### src/rtl/game_pkg.sv
// game_pkg: shared definitions for the game core slice.
//   - mode_t      : game-mode encodings shared by core, renderer and HUD
//   - DEF_*       : default geometry and gameplay constants
//   - fieldLsb()  : bit offset of one coordinate inside a packed obstacle bus
package game_pkg;

  typedef enum logic [1:0] {
    MODE_IDLE  = 2'b00,
    MODE_PLAY  = 2'b01,
    MODE_PAUSE = 2'b10,
    MODE_OVER  = 2'b11
  } mode_t;

  localparam int DEF_N_OBS         = 10;
  localparam int DEF_XW            = 10;
  localparam int DEF_YW            = 9;
  localparam int DEF_UPPER_BOUND   = 20;
  localparam int DEF_LOWER_BOUND   = 460;
  localparam int DEF_PLAYER_SIZE   = 40;
  localparam int DEF_PLAYER_X      = 160;
  localparam int DEF_START_Y       = 220;
  localparam int DEF_MAX_VEL       = 8;
  localparam int DEF_ACCEL         = 1;
  localparam int DEF_LIVES         = 3;
  localparam int DEF_INVULN_FRAMES = 60;
  localparam int DEF_SCORE_W       = 16;

  // Each obstacle slot owns two adjacent fields of 'width' bits:
  // upper=0 selects the low field (left / top), upper=1 the high one
  // (right / bottom).
  function automatic int fieldLsb(input int slot, input int width, input int upper);
    return slot * 2 * width + upper * width;
  endfunction

endpackage

### src/rtl/game_if.sv
// game_if: bundle of everything between obstacle generator / HUD and the core.
//   i_frame_tick     : one-cycle strobe per video frame
//   i_sw             : sw[0] flap, sw[2:1] mode request
//   i_obstacle_valid : one bit per obstacle slot
//   i_obstacle_x/_y  : packed left/right and top/bottom per slot
//   o_gamemode       : registered game mode
//   o_player_y       : player top y
//   o_lives/o_score  : HUD counters
//   o_hit_pulse      : one-cycle pulse per life lost
// master = environment side (drives i_*), slave = game_core.
interface game_if #(
  parameter int N_OBS   = 10,
  parameter int XW      = 10,
  parameter int YW      = 9,
  parameter int LW      = 2,
  parameter int SCORE_W = 16
);
  logic                    i_frame_tick;
  logic [2:0]              i_sw;
  logic [N_OBS-1:0]        i_obstacle_valid;
  logic [N_OBS*2*XW-1:0]   i_obstacle_x;
  logic [N_OBS*2*YW-1:0]   i_obstacle_y;
  logic [1:0]              o_gamemode;
  logic [YW-1:0]           o_player_y;
  logic [LW-1:0]           o_lives;
  logic [SCORE_W-1:0]      o_score;
  logic                    o_hit_pulse;

  modport master (
    output i_frame_tick, i_sw, i_obstacle_valid, i_obstacle_x, i_obstacle_y,
    input  o_gamemode, o_player_y, o_lives, o_score, o_hit_pulse
  );

  modport slave (
    input  i_frame_tick, i_sw, i_obstacle_valid, i_obstacle_x, i_obstacle_y,
    output o_gamemode, o_player_y, o_lives, o_score, o_hit_pulse
  );
endinterface

### src/rtl/game_hit_unit.sv
// game_hit_unit: combinational per-slot collision and pass detection.
//   i_valid            : slot occupied
//   i_left/i_right     : obstacle x span
//   i_top/i_bottom     : obstacle y span
//   i_playerY          : player top y before this frame's update
//   i_passed           : slot already counted as passed
//   o_hit              : inclusive overlap with the player square
//   o_newPass          : slot is fully left of the player and not yet counted
//   o_clearPass        : slot no longer qualifies, so its passed flag drops
module game_hit_unit #(
  parameter int XW          = 10,
  parameter int YW          = 9,
  parameter int PLAYER_X    = 160,
  parameter int PLAYER_SIZE = 40
) (
  input  logic          i_valid,
  input  logic [XW-1:0] i_left,
  input  logic [XW-1:0] i_right,
  input  logic [YW-1:0] i_top,
  input  logic [YW-1:0] i_bottom,
  input  logic [YW-1:0] i_playerY,
  input  logic          i_passed,
  output logic          o_hit,
  output logic          o_newPass,
  output logic          o_clearPass
);
  // One extra bit over the wider coordinate so player_y + size cannot wrap.
  localparam int CW = ((XW > YW) ? XW : YW) + 1;

  localparam logic [CW-1:0] C_PX_L = CW'(PLAYER_X);
  localparam logic [CW-1:0] C_PX_R = CW'(PLAYER_X + PLAYER_SIZE);

  logic [CW-1:0] w_left, w_right, w_top, w_bottom, w_pyTop, w_pyBot;

  assign w_left   = CW'(i_left);
  assign w_right  = CW'(i_right);
  assign w_top    = CW'(i_top);
  assign w_bottom = CW'(i_bottom);
  assign w_pyTop  = CW'(i_playerY);
  assign w_pyBot  = CW'(i_playerY) + CW'(PLAYER_SIZE);

  assign o_hit = i_valid && (w_left <= C_PX_R) && (w_right >= C_PX_L) &&
                 (w_top <= w_pyBot) && (w_bottom >= w_pyTop);

  assign o_newPass   = i_valid && (w_right < C_PX_L) && !i_passed;
  assign o_clearPass = !i_valid || (w_right >= C_PX_L);
endmodule

### src/rtl/game_core.sv
// game_core: game-mode FSM, frame-paced player physics, lives/invulnerability
// and pass scoring against N_OBS obstacle slots.
//   clk   : system clock
//   rst_n : synchronous active-low reset
//   bus   : game_if slave (frame tick, switches, obstacles in; mode, player_y,
//           lives, score, hit pulse out)
module game_core
  import game_pkg::*;
#(
  parameter int N_OBS         = DEF_N_OBS,
  parameter int XW            = DEF_XW,
  parameter int YW            = DEF_YW,
  parameter int UPPER_BOUND   = DEF_UPPER_BOUND,
  parameter int LOWER_BOUND   = DEF_LOWER_BOUND,
  parameter int PLAYER_SIZE   = DEF_PLAYER_SIZE,
  parameter int PLAYER_X      = DEF_PLAYER_X,
  parameter int START_Y       = DEF_START_Y,
  parameter int MAX_VEL       = DEF_MAX_VEL,
  parameter int ACCEL         = DEF_ACCEL,
  parameter int LIVES         = DEF_LIVES,
  parameter int INVULN_FRAMES = DEF_INVULN_FRAMES,
  parameter int SCORE_W       = DEF_SCORE_W
) (
  input logic   clk,
  input logic   rst_n,
  game_if.slave bus
);
  localparam int LW = $clog2(LIVES + 1);
  localparam int IW = $clog2(INVULN_FRAMES + 1);
  localparam int VW = $clog2(MAX_VEL + 1) + 1;
  localparam int SW = YW + 2;
  localparam int PW = $clog2(N_OBS + 1);
  localparam int AW = ((SCORE_W + 1) > (PW + 1)) ? (SCORE_W + 1) : (PW + 1);

  localparam logic signed [SW-1:0] C_ACCEL = SW'(ACCEL);
  localparam logic signed [SW-1:0] C_MAXV  = SW'(MAX_VEL);
  localparam logic signed [SW-1:0] C_YMIN  = SW'(UPPER_BOUND);
  localparam logic signed [SW-1:0] C_YMAX  = SW'(LOWER_BOUND - PLAYER_SIZE);
  localparam logic [AW-1:0]        C_SMAX  = AW'({SCORE_W{1'b1}});

  mode_t               r_mode, w_modeNext;
  logic [YW-1:0]       r_playerY, w_yNext;
  logic signed [VW-1:0] r_vel;
  logic [LW-1:0]       r_lives;
  logic [SCORE_W-1:0]  r_score;
  logic [IW-1:0]       r_invuln;
  logic [N_OBS-1:0]    r_passed;
  logic                r_hitPulse;

  logic [N_OBS-1:0]    w_hit, w_newPass, w_clearPass;
  logic                w_reinit, w_playTick, w_takeHit;
  logic [PW-1:0]       w_passCount;
  logic [AW-1:0]       w_scoreSum;
  logic signed [SW-1:0] w_velCur, w_velNext, w_velStore, w_ySum;

  genvar k;
  generate
    for (k = 0; k < N_OBS; k++) begin : g_slot
      game_hit_unit #(
        .XW(XW), .YW(YW), .PLAYER_X(PLAYER_X), .PLAYER_SIZE(PLAYER_SIZE)
      ) u_hit (
        .i_valid    (bus.i_obstacle_valid[k]),
        .i_left     (bus.i_obstacle_x[fieldLsb(k, XW, 0) +: XW]),
        .i_right    (bus.i_obstacle_x[fieldLsb(k, XW, 1) +: XW]),
        .i_top      (bus.i_obstacle_y[fieldLsb(k, YW, 0) +: YW]),
        .i_bottom   (bus.i_obstacle_y[fieldLsb(k, YW, 1) +: YW]),
        .i_playerY  (r_playerY),
        .i_passed   (r_passed[k]),
        .o_hit      (w_hit[k]),
        .o_newPass  (w_newPass[k]),
        .o_clearPass(w_clearPass[k])
      );
    end
  endgenerate

  assign w_reinit   = (bus.i_sw[2:1] == 2'b00);
  assign w_playTick = bus.i_frame_tick && (r_mode == MODE_PLAY);
  // A hit only costs a life outside the immunity window; guarding on
  // nonzero lives keeps the counter from wrapping in the one cycle
  // between the last life going and the FSM reaching OVER.
  assign w_takeHit  = w_playTick && (|w_hit) && (r_invuln == '0) && (r_lives != '0);

  // Mode state register.
  always_ff @(posedge clk) begin
    if (!rst_n) r_mode <= MODE_IDLE;
    else        r_mode <= w_modeNext;
  end

  // Mode transitions run every clock; request 11 falls through to a hold.
  always_comb begin
    w_modeNext = r_mode;
    if (w_reinit) begin
      w_modeNext = MODE_IDLE;
    end else begin
      case (r_mode)
        MODE_IDLE:  if (bus.i_sw[2:1] == 2'b01) w_modeNext = MODE_PLAY;
        MODE_PLAY:  if (r_lives == '0) w_modeNext = MODE_OVER;
                    else if (bus.i_sw[2:1] == 2'b10) w_modeNext = MODE_PAUSE;
        MODE_PAUSE: if (bus.i_sw[2:1] == 2'b01) w_modeNext = MODE_PLAY;
        default:    w_modeNext = MODE_OVER;
      endcase
    end
  end

  // Velocity step, then position with a clamp that also kills the velocity.
  always_comb begin
    w_velCur = SW'(r_vel);
    if (bus.i_sw[0]) w_velNext = ((w_velCur - C_ACCEL) < -C_MAXV) ? -C_MAXV : (w_velCur - C_ACCEL);
    else             w_velNext = ((w_velCur + C_ACCEL) > C_MAXV) ? C_MAXV : (w_velCur + C_ACCEL);
    w_ySum     = $signed({2'b00, r_playerY}) + w_velNext;
    w_yNext    = w_ySum[YW-1:0];
    w_velStore = w_velNext;
    if (w_ySum < C_YMIN) begin
      w_yNext    = YW'(UPPER_BOUND);
      w_velStore = '0;
    end else if (w_ySum > C_YMAX) begin
      w_yNext    = YW'(LOWER_BOUND - PLAYER_SIZE);
      w_velStore = '0;
    end
  end

  // Number of slots newly passed this frame, added to the score with saturation.
  always_comb begin
    w_passCount = '0;
    for (int i = 0; i < N_OBS; i++) w_passCount = w_passCount + PW'(w_newPass[i]);
    w_scoreSum = AW'(r_score) + AW'(w_passCount);
    if (w_scoreSum > C_SMAX) w_scoreSum = C_SMAX;
  end

  // Gameplay state. Everything but the passed flags only moves on a PLAY tick,
  // so PAUSE and OVER freeze the game for free.
  always_ff @(posedge clk) begin
    if (!rst_n || w_reinit) begin
      r_playerY  <= YW'(START_Y);
      r_vel      <= '0;
      r_lives    <= LW'(LIVES);
      r_score    <= '0;
      r_invuln   <= '0;
      r_passed   <= '0;
      r_hitPulse <= 1'b0;
    end else begin
      r_hitPulse <= w_takeHit;
      r_passed   <= (r_passed | (w_newPass & {N_OBS{w_playTick}})) & ~w_clearPass;
      if (w_playTick) begin
        r_playerY <= w_yNext;
        r_vel     <= VW'(w_velStore);
        r_score   <= w_scoreSum[SCORE_W-1:0];
        if (w_takeHit) begin
          r_lives  <= r_lives - LW'(1);
          r_invuln <= IW'(INVULN_FRAMES);
        end else if (r_invuln != '0) begin
          r_invuln <= r_invuln - IW'(1);
        end
      end
    end
  end

  assign bus.o_gamemode  = r_mode;
  assign bus.o_player_y  = r_playerY;
  assign bus.o_lives     = r_lives;
  assign bus.o_score     = r_score;
  assign bus.o_hit_pulse = r_hitPulse;
endmodule

### src/flat_wrapper.sv
// flat-port wrapper written by rule: the top's interface ports become plain ports
module game_core_flat import game_pkg::*;
#(
  parameter int N_OBS         = DEF_N_OBS,
  parameter int XW            = DEF_XW,
  parameter int YW            = DEF_YW,
  parameter int UPPER_BOUND   = DEF_UPPER_BOUND,
  parameter int LOWER_BOUND   = DEF_LOWER_BOUND,
  parameter int PLAYER_SIZE   = DEF_PLAYER_SIZE,
  parameter int PLAYER_X      = DEF_PLAYER_X,
  parameter int START_Y       = DEF_START_Y,
  parameter int MAX_VEL       = DEF_MAX_VEL,
  parameter int ACCEL         = DEF_ACCEL,
  parameter int LIVES         = DEF_LIVES,
  parameter int INVULN_FRAMES = DEF_INVULN_FRAMES,
  parameter int SCORE_W       = DEF_SCORE_W
)
  (clk, rst_n, bus_i_frame_tick, bus_i_sw, bus_i_obstacle_valid, bus_i_obstacle_x, bus_i_obstacle_y, bus_o_gamemode, bus_o_player_y, bus_o_lives, bus_o_score, bus_o_hit_pulse);
  game_if #(.N_OBS(N_OBS), .XW(XW), .YW(YW), .LW(2), .SCORE_W(SCORE_W)) bus_i ();
  input logic clk;
  input logic rst_n;
  input wire logic [$bits(bus_i.i_frame_tick)-1:0] bus_i_frame_tick;
  input wire logic [$bits(bus_i.i_sw)-1:0] bus_i_sw;
  input wire logic [$bits(bus_i.i_obstacle_valid)-1:0] bus_i_obstacle_valid;
  input wire logic [$bits(bus_i.i_obstacle_x)-1:0] bus_i_obstacle_x;
  input wire logic [$bits(bus_i.i_obstacle_y)-1:0] bus_i_obstacle_y;
  output wire logic [$bits(bus_i.o_gamemode)-1:0] bus_o_gamemode;
  output wire logic [$bits(bus_i.o_player_y)-1:0] bus_o_player_y;
  output wire logic [$bits(bus_i.o_lives)-1:0] bus_o_lives;
  output wire logic [$bits(bus_i.o_score)-1:0] bus_o_score;
  output wire logic [$bits(bus_i.o_hit_pulse)-1:0] bus_o_hit_pulse;
  assign bus_i.i_frame_tick = bus_i_frame_tick;
  assign bus_i.i_sw = bus_i_sw;
  assign bus_i.i_obstacle_valid = bus_i_obstacle_valid;
  assign bus_i.i_obstacle_x = bus_i_obstacle_x;
  assign bus_i.i_obstacle_y = bus_i_obstacle_y;
  assign bus_o_gamemode = bus_i.o_gamemode;
  assign bus_o_player_y = bus_i.o_player_y;
  assign bus_o_lives = bus_i.o_lives;
  assign bus_o_score = bus_i.o_score;
  assign bus_o_hit_pulse = bus_i.o_hit_pulse;
  game_core #(.N_OBS(N_OBS), .XW(XW), .YW(YW), .UPPER_BOUND(UPPER_BOUND), .LOWER_BOUND(LOWER_BOUND), .PLAYER_SIZE(PLAYER_SIZE), .PLAYER_X(PLAYER_X), .START_Y(START_Y), .MAX_VEL(MAX_VEL), .ACCEL(ACCEL), .LIVES(LIVES), .INVULN_FRAMES(INVULN_FRAMES), .SCORE_W(SCORE_W)) u_core (.clk(clk), .rst_n(rst_n), .bus(bus_i));
endmodule
### config.mk
export PLATFORM = sky130hd
export DESIGN_NAME = game_core_flat
export DESIGN_NICKNAME = d
export VERILOG_FILES = /design/src/rtl/game_pkg.sv /design/src/rtl/game_if.sv /design/src/rtl/game_hit_unit.sv /design/src/rtl/game_core.sv /design/src/flat_wrapper.sv
export SDC_FILE = /design/constraint.sdc
export NUM_CORES = 1
export LEC_CHECK = 0
export ABC_CLOCK_PERIOD_IN_PS = 7400
export CAP_MARGIN = 15
export CELL_PAD_IN_SITES_DETAIL_PLACEMENT = 1
export CELL_PAD_IN_SITES_GLOBAL_PLACEMENT = 1
export CORE_ASPECT_RATIO = 0.7
export CORE_MARGIN = 2
export CORE_UTILIZATION = 25
export DETAILED_ROUTE_END_ITERATION = 10
export PLACE_DENSITY_LB_ADDON = 0.12
export SLEW_MARGIN = 20
export SYNTH_ARGS = -nofsm -noshare
export SYNTH_HDL_FRONTEND = slang
export SYNTH_SLANG_ARGS = --single-unit
export TNS_END_PERCENT = 100
### constraint.sdc
create_clock -name clk -period 7.4 [get_ports clk]
set_input_delay 2.22 -clock clk [delete_from_list [all_inputs] [get_ports clk]]
set_output_delay 2.22 -clock clk [all_outputs]
set_load 0.01 [all_outputs]
# Word level (Yosys, flattened, before mapping)

Index checks and enable logic that the tools add are counted.

Input bits: 396
Bits in registers: 51
Output and inout port bits: 30

Magnitude comparators: 55
Equal/unequal tests: 6
Multiplexer cells: 14
Bitwise logic cells: 5
Add/subtract/negate cells: 16
Reduce and logical (&&, ||, !) cells: 109

Operators with widths:

| kind                   | count |
|---|---|
| $le A9 B11 Y1          | 10 |
| $ge A10 B8 Y1 const B  | 10 |
| $le A10 B8 Y1 const B  | 10 |
| $lt A10 B8 Y1 const B  | 10 |
| $ge A9 B9 Y1           | 10 |
| $logic_and A1 B1 Y1    | 64 |
| $mux W11               | 3 |
| $add A4 B1 Y4          | 8 |
| $logic_not A1 Y1       | 21 |
| $and A10 B10 Y10       | 2 |
| $mux W9                | 2 |
| $add A16 B4 Y17        | 1 |
| $gt A17 B16 Y1 const B | 1 |
| $mux W16               | 1 |
| $mux W6                | 2 |
| $add A10 B11 Y11       | 1 |
| $gt A11 B10 Y1 const B | 1 |
| $gt A11 B5 Y1 const B  | 1 |
| $logic_or A1 B1 Y1     | 11 |
| $lt A11 B4 Y1 const B  | 1 |
| $lt A11 B6 Y1 const B  | 1 |
| $add A9 B6 Y10 const B | 1 |
| $mux W5                | 2 |
| $not A10 Y10           | 1 |
| 20 further kinds       | 30 |

# Depth between registers and ports, before layout

Gate-level depths: netlist (run 1).

Depth after elaboration: 15
Depth in mapped cells: 22
Gate-level depth less buffers: 22

# Cells and area by module

A second synthesis (run 1) with hierarchy kept.

Cell total of the unflattened synthesis: 1114
Area, all modules: 9019.9 µm²

By module, submodules not included:

| module                                     | area an instance (µm²) | cells each | times used | sequential area each (µm²) |
|---|---|---|---|---|
| game_hit_unit (u_core.g_slot[0].u_hit ...) | 574.3                  | 73         | 8          | 0.0 |
| game_core                                  | 3219.3                 | 382        | 1          | 1021.0 |
| game_hit_unit (u_core.g_slot[6].u_hit)     | 615.6                  | 75         | 1          | 0.0 |
| game_hit_unit (u_core.g_slot[5].u_hit)     | 590.6                  | 73         | 1          | 0.0 |

# Least setup slack after synthesis (run 1)

No wires, ideal clock.

Path kind: input to register
Start: input port bus_i_obstacle_x[36]
End: register u_core.r_score[11] (netlist: u_core.bus.o_score[11])
Cell stages on the path: 21
Arrival time: 7.051 ns
Slack: 0.217 ns
Library setup time: 0.132 ns
Buffers on the path: 0
Required time: 7.268 ns
Cells stage by stage: o21a_1 -> nor3_1 -> nand2_1 -> nor2_1 -> ha_1 -> fa_1 -> inv_1 -> fa_1 -> fa_1 -> fa_1 -> fa_1 -> inv_1 -> ha_1 -> a21o_1 -> a21oi_1 -> nor2b_1 -> o211ai_1 -> nor2_1 -> and3_1 -> xnor2_1 -> a21oi_1

Cells in the longest elaborated chain, start to end: 15

RTL lines:

| element                            | RTL line            | RTL |
|---|---|---|
| start, declared                    | flat_wrapper.sv:25  | `input wire logic [$bits(bus_i.i_obstacle_x)-1:0] bus_i_obstacle_x;` |
| $lt A10 B8 Y1 *                    | game_hit_unit.sv:45 | `assign o_newPass = i_valid && (w_right < C_PX_L) && !i_passed;` |
| $logic_and A1 B1 Y1 * (2 in a row) | game_hit_unit.sv:45 |  |
| $add A1 B1 Y2 *                    | game_core.sv:125    | `for (int i = 0; i < N_OBS; i++) w_passCount = w_passCount + PW'(w_newPass[i]);` |
| $add A4 B1 Y4 * (8 in a row)       | game_core.sv:125    |  |
| $add A16 B4 Y17 *                  | game_core.sv:126    | `w_scoreSum = AW'(r_score) + AW'(w_passCount);` |
| $gt A17 B16 Y1                     | game_core.sv:127    | `if (w_scoreSum > C_SMAX) w_scoreSum = C_SMAX;` |
| $mux W16 *                         | game_core.sv:127    |  |
| end signal, assigned               | game_core.sv:147    | `r_score <= w_scoreSum[SCORE_W-1:0];` |
| end, declared                      | game_core.sv:45     | `logic [SCORE_W-1:0] r_score;` |

Every way passes the cells marked *; elsewhere a longest branch is shown, timed or not.
A chain may end at the register's enable or synchronous reset.

# Worst setup path in the final report (run 1)

Start: input port bus_i_obstacle_x[19]
End: register u_core.r_score[11] (netlist: u_core.bus.o_score[11])

Same word-level chain as after synthesis.

==> impl_metrics.toml, run 1 <==
[run_status]
status = "finished clean"

[floorplan]
core-area_sq_um = 31200
io_pins = 426
die_w_microns = 217
core.rowCount = 54
start_util_pct = 25.5
dieArea_sq_um = 33300
die_y_microns = 153

[global_route]
track_usage_pct = 22.0
overflow = 0
grt_pass1_wl_mm = 56.3
grt_max_degree = 28
grt_pass1_vias = 9835
antenna_found_initial = 4

[timing]
tightest_slew_ns = 1.04
relSlewSlack_pct = 29.6
period_minus_slack_ns = 7.19
setup_slack_ns = 0.213
fin_skew_ns = 0.00910
drv_slew = 0
hold_violations = 0
period_share_pct = 97.1
fmax_mhz = 139
final-setup-viol-count = 0
tns_ns = 0

[synth]
syn_nets = 1596
avgSynthCellArea_sq_um = 8.05
synth_simple_gate_area_share_pct = 17.5
ys_seq_area_share_pct = 12.8
synth_top_family_by_area = "adder cells"
synth_adder_area_share_pct = 34.1
synth_edf_count = 0
synth_top_area_cell = "ha_1"
synthCells = 988
synth-seq-cells = 51
syn-cell-area_sq_um = 7950
ys_warn_count = 0
yosys-top-cells-area = "ha_1 32%, dfxtp_1 13%, a21oi_1 4.9%, o21ai_0 4.5%, inv_1 3.8%"
synthDominantCellAreaShare_pct = 32.1
synth_xor_area_share_pct = 2.31
synth_ff_type = "dfxtp_1"
async_flop_share_pct = 0
synth-compound-area-share_pct = 27.5
synth.mux.area_fraction_pct = 1.05
yosys.cell_types.count = 74

[worst_setup_path]
worst_r2r_path_depth = 19
worst_ep_required_time_ns = 7.58
end_kind = "flop"
crit_end = "u_core.bus.o_score[11]"
path_class = "in -> reg"
r2r_end = "u_core.bus.o_score[11]"
cp-start-kind = "primary input"
critPathLaunch = "bus_i_obstacle_x[19]"
worstReg2RegStart = "u_core.r_passed[0]"
cp.arrival_ns = 7.37
reg2reg_slack_ns = 2.59
path_max_fanout = 3

[place]
pre_cts_slack_ns = -0.600
hpwl_mm = 31.9
place_area_sq_um = 12500
dp_cells = 1810
gp_congestion = 0.847
io_buffers = 390

[clocking]
clockBufferDepth = 2
root_buffer = "clkbuf_16"
numCtsBuffers = 5
insertion_delay_ns = 0.30
path_clk_slew_ns = 0.08
cts_tree = "built"
htree_levels = 2
cts_sinks = 51
cts.hold.buffers_added = 0

[route]
ant_nets = 0
vias = 9262
dr.pass1.iters = 4
drc_errors = 0
first_iter_violations = 303
routed_wl_mm = 37.2
wl_per_cell_microns = 20.4
vias_per_cell = 5.08

[final_layout]
area_growth_pct = 60.9
fill_cells = 3707
final_common_cell = "clkdlybuf4s50_1"
multiInputGateArea_sq_um = 6620
drive_above_1_share_pct = 5.42
mostFrequentLayoutCells = "383 x clkdlybuf4s50_1, 204 x ha_1, 81 x inv_1, 77 x a21oi_1, 71 x o21ai_0"
fin_area_sq_um = 12800
nets = 2009
regArea_sq_um = 1020
fin_cells = 1824

[worst_hold_path]
hold_path_class = "reg -> reg"

[power_and_ir_drop]
p_per_area_nw_per_um2 = 85.9
power.leakage_uw = 0.00549
ir_drop_mv = 0.0890

[job]
cap_violations = 0
[layer usage]
metal / global-route usage, % / vias to the layer above / wire length, microns
li1: - / 4614 / -
met1: 27.5 / 4404 / 16400
met2: 40.0 / 219 / 18400
met3: 3.56 / 23 / 1880
met4: 3.39 / 2 / 456
met5: 0 / - / 12
[cells in the mapped netlist, drive strengths merged, types with 6 or more instances]
| library cell | count |
|---|---|
| ha | 204 |
| inv | 81 |
| a21oi | 78 |
| o21ai | 77 |
| nor2 | 75 |
| dfxtp | 51 |
| nand2 | 49 |
| nand4 | 29 |
| nor3 | 29 |
| nand3 | 24 |
| a211oi | 23 |
| o21a | 20 |
| a21o | 17 |
| clkbuf | 14 |
| o311ai | 14 |
| o31a | 12 |
| xnor2 | 12 |
| nor2b | 10 |
| o22ai | 9 |
| xor2 | 9 |
| fa | 8 |
| nand2b | 8 |
| o211ai | 8 |
| and2 | 7 |
| nor4 | 7 |
| o2111ai | 7 |
| or2 | 7 |
| a221o | 6 |
| a31oi | 6 |
[final cells by class]
class / instances / share of cell area, %
diodes: 2 / 0.0391
clock buffers: 5 / 0.978
clock inverters: 3 / 0.176
inverters: 82 / 2.41
multi-input cells: 839 / 51.8
flip-flops and latches: 51 / 7.98
well taps: 420 / 4.11
repair buffers: 422 / 32.5
[cell families after synthesis]
| logic type | after synthesis |
|---|---|
| AND/OR/NAND/NOR | 272 |
| AO/OA/AOI/OAI | 326 |
| XOR/XNOR | 21 |
| adder cells (fa/ha/maj) | 212 |
| multiplexers | 8 |
| buffers and inverters | 98 |
| flip-flops | 51 |
[power breakdown]
group | switching (uW) | internal, uW | total (uW)
Sequential | 3.92 | 277 | 281
Combinational | 253 | 320 | 574
Clock | 116 | 128 | 244
Total | 374 | 725 | 1100
[worst min-delay path by stage]
stage                                   from                  to  slack (ns)  depth (start not counted)
after floorplan           u_core.r_passed[2]  u_core.r_passed[2]        0.47                          2
after global placement    u_core.r_passed[5]  u_core.r_passed[5]        0.48                          2
after detailed placement  u_core.r_passed[5]  u_core.r_passed[5]        0.49                          2
after CTS                 u_core.r_passed[5]  u_core.r_passed[5]        0.52                          2
after global routing      u_core.r_passed[6]  u_core.r_passed[6]        0.54                          2
final                     u_core.r_passed[5]  u_core.r_passed[5]        0.51                          2
[flip-flops by register name, summed over array words and instances, names as in the netlist]
register	cells
u_core.r_vel	5
u_core.bus.o_gamemode	2
u_core.bus.o_score	16
u_core.bus.o_player_y	9
u_core.r_passed	10
u_core.r_invuln	6
u_core.bus.o_hit_pulse	1
u_core.bus.o_lives	2
[repair_timing]
item / in CTS / in global routing
resized for setup: 9 / 14
buffers inserted: 2 / 2
endpoints found under the hold margin: 0 / 0
pin swaps: 10 / 21
endpoints found under the setup margin: 16 / 16
[stage by stage]
| step | hold slack, ns | utilization, % | total power, uW |
|---|---|---|---|
| after global placement | 0.484 | 40.2 | 849 |
| after global routing | 0.540 | 41.0 | 1190 |
| after floorplan | 0.470 | - | 549 |
| after detailed placement | 0.494 | 40.2 | 860 |
| after CTS | 0.519 | 40.8 | 1120 |
| final | 0.514 | 41.0 | 1100 |
[worst max-delay path: stages]
cell and delay [ns]:
clkdlybuf4s50_1 0.42, nor3_2 0.25, nand2_1 0.12, nor2_2 0.16
ha_1 0.26, fa_1 0.48, inv_1 0.05, fa_1 0.46
fa_1 0.50, fa_2 0.41, fa_1 0.55, inv_1 0.06
ha_1 0.29, a21o_1 0.17, a21oi_2 0.15, nor2b_1 0.06
o211ai_1 0.15, buf_4 0.15, nor2_1 0.05, and3_1 0.19
xnor2_1 0.16, a21oi_1 0.08
No activity file was read; power rests on OpenSTA's default activity.
==> run 2, diff against run 1 <==
--- a/config.mk
+++ b/config.mk
@@ -10,10 +10,11 @@
 export CELL_PAD_IN_SITES_DETAIL_PLACEMENT = 1
 export CELL_PAD_IN_SITES_GLOBAL_PLACEMENT = 1
 export CORE_ASPECT_RATIO = 0.7
-export CORE_MARGIN = 2
+export CORE_MARGIN = 1
 export CORE_UTILIZATION = 25
 export DETAILED_ROUTE_END_ITERATION = 10
 export PLACE_DENSITY_LB_ADDON = 0.12
+export REMOVE_ABC_BUFFERS = 1
 export SLEW_MARGIN = 20
 export SYNTH_ARGS = -nofsm -noshare
 export SYNTH_HDL_FRONTEND = slang
==> impl_metrics.toml, run 2 (same netlist as run 1, synthesis figures left out) <==
[final_layout]
postLayoutCoreUtil_pct = 41.1
mostFrequentLayoutCells = "385 x clkdlybuf4s50_1, 203 x ha_1, 80 x inv_1, 77 x a21oi_1"
final_common_cell = "clkdlybuf4s50_1"
drive_above_1_share_pct = 5.50
nets = 2007
area_growth_pct = 61.3
largest_register_ffs = 16

[route]
vias = 9238
first_iter_violations = 326
top_layer_used = "met4"
wl_per_cell_microns = 20.9
wl_met3_mm = 1.54
met1_length_mm = 17.4
vias_per_cell = 5.06
dr.pass1.iters = 5
ant_nets = 0
routed_wl_mm = 38.2
wl_met2_mm = 18.7
drc_errors = 0

[run_status]
status = "finished clean"

[worst_setup_path]
cp.arrival_ns = 7.44
end_kind = "flop"
cp-start-kind = "primary input"
path_max_fanout = 3
path_class = "in -> reg"
reg2reg_slack_ns = 2.64
worst_ep_required_time_ns = 7.60
r2r_end = "u_core.bus.o_score[15]"
worstReg2RegStart = "u_core.r_passed[1]"
worst_r2r_path_depth = 18

[power_and_ir_drop]
power.leakage_uw = 0.00547
p_per_area_nw_per_um2 = 86.1
ir_drop_mv = 0.0747

[timing]
tightest_slew_ns = 0.965
hold_ws_ns = 0.523
drv_slew = 0
fmax_mhz = 138
fin_skew_ns = 0.00912
hold_violations = 0
period_minus_slack_ns = 7.24
final-setup-viol-count = 0
period_share_pct = 97.9
relSlewSlack_pct = 35.7

[global_route]
grt_max_degree = 28
track_usage_pct = 22.9
antenna_found_initial = 6
overflow = 0
grt_pass1_wl_mm = 56.8
grt_pass1_vias = 9658

[place]
hpwl_mm = 32.1
io_buffers = 390
gp_congestion = 0.845

[floorplan]
start_util_pct = 25.5
dieArea_sq_um = 32500
core-area_sq_um = 31200
core.rowCount = 54
io_pins = 426
die_w_microns = 215
die_y_microns = 151

[worst_hold_path]
holdPathEnd = "u_core.r_passed[5]"
hold_path_class = "reg -> reg"
hp-start = "u_core.r_passed[5]"
hold_depth = 2

[clocking]
insertion_delay_ns = 0.30
htree_levels = 2
path_clk_slew_ns = 0.08
root_buffer = "clkbuf_16"
cts_tree = "built"
clockBufferDepth = 2
cts_sinks = 51
numCtsBuffers = 5
cts.hold.buffers_added = 0

[job]
cap_violations = 0
[run 2: changes by cell type in the layout (fill, tap and decap cells not counted), moves of 2 or more]
cell | previous run | this run
nor3_2 | 7 | 5
nor3_1 | 22 | 24
nor2_4 | 0 | 2
buf_4 | 32 | 30
inv_6 | 2 | 0
nor2_2 | 5 | 2
clkdlybuf4s50_1 | 383 | 385
diode_2 | 2 | 6
clkinv_4 | 0 | 2
dlymetal6s2s_1 | 7 | 5
[run 2: worst max-delay path by stage]
| stage | start | end | slack, ns |
|---|---|---|---|
| 6_report | bus_i_obstacle_x[37] | u_core.bus.o_score[15] | 0.16 |
| 4_1_cts | bus_i_obstacle_x[36] | u_core.bus.o_score[2] | 0.05 |
| 3_5_place_dp | bus_i_obstacle_x[16] | u_core.bus.o_score[15] | -0.63 |
| 2_1_floorplan | bus_i_obstacle_x[36] | u_core.bus.o_score[11] | 0.18 |
| 3_3_place_gp | bus_i_obstacle_x[16] | u_core.bus.o_score[11] | -0.56 |
| 5_1_grt | bus_i_obstacle_x[37] | u_core.bus.o_score[11] | -0.07 |
[run 2: timing repair]
action | in CTS | in global routing
pin swaps | 12 | 23
endpoints found under the hold margin | 0 | 0
endpoints found under the setup margin | 16 | 16
buffers inserted | 6 | 3
resized for setup | 12 | 15
[run 2: critical path: stages]
cell and delay (ns):
clkdlybuf4s50_1 0.41, o21a_1 0.12, nor3_2 0.14, buf_4 0.18, nand2_4 0.06, nor2_4 0.11
ha_4 0.21, fa_1 0.49, inv_2 0.04, fa_1 0.52, fa_1 0.45, fa_2 0.38
fa_1 0.55, inv_1 0.07, ha_1 0.28, a21o_1 0.17, a21oi_2 0.16, nor2b_1 0.06
o211ai_1 0.19, buf_4 0.17, nor3_2 0.05, and3_1 0.20, o211a_1 0.21
[run 2: layer usage]
layer,GRT usage [%],vias up
li1,-,4613
met1,28.6,4364
met2,42.3,233
met3,3.07,28
met4,3.90,0
met5,0,-
[run 2: layout make-up]
class | instances | area, sq um
multi-input combinational | 839 | 6660
clock inverter | 3 | 28.8
antenna | 6 | 15.0
sequential | 51 | 1020
clock buffer | 5 | 125
fill | 3718 | 18400
inverter | 82 | 308
tap | 420 | 526
timing repair buffer | 420 | 4140
[run 2: metrics by stage]
step                      instance area [sq um]  power, uW  worst slack [ns]  TNS [ns]  instances
after detailed placement                  12500        856            -0.630     -8.61       1804
after floorplan                            7890        547             0.178         0        972
final                                     12800       1100             0.159         0       1826
after CTS                                 12700       1110            0.0458         0       1818
after global placement                    12500        841            -0.565     -7.51       1804
after global routing                      12800       1190           -0.0664    -0.186       1826
[run 2: power by group]
part / internal [uW] / total (uW) / switching [uW]
sequential: 277 / 281 / 4.12
combinational: 320 / 571 / 251
clock: 130 / 252 / 123
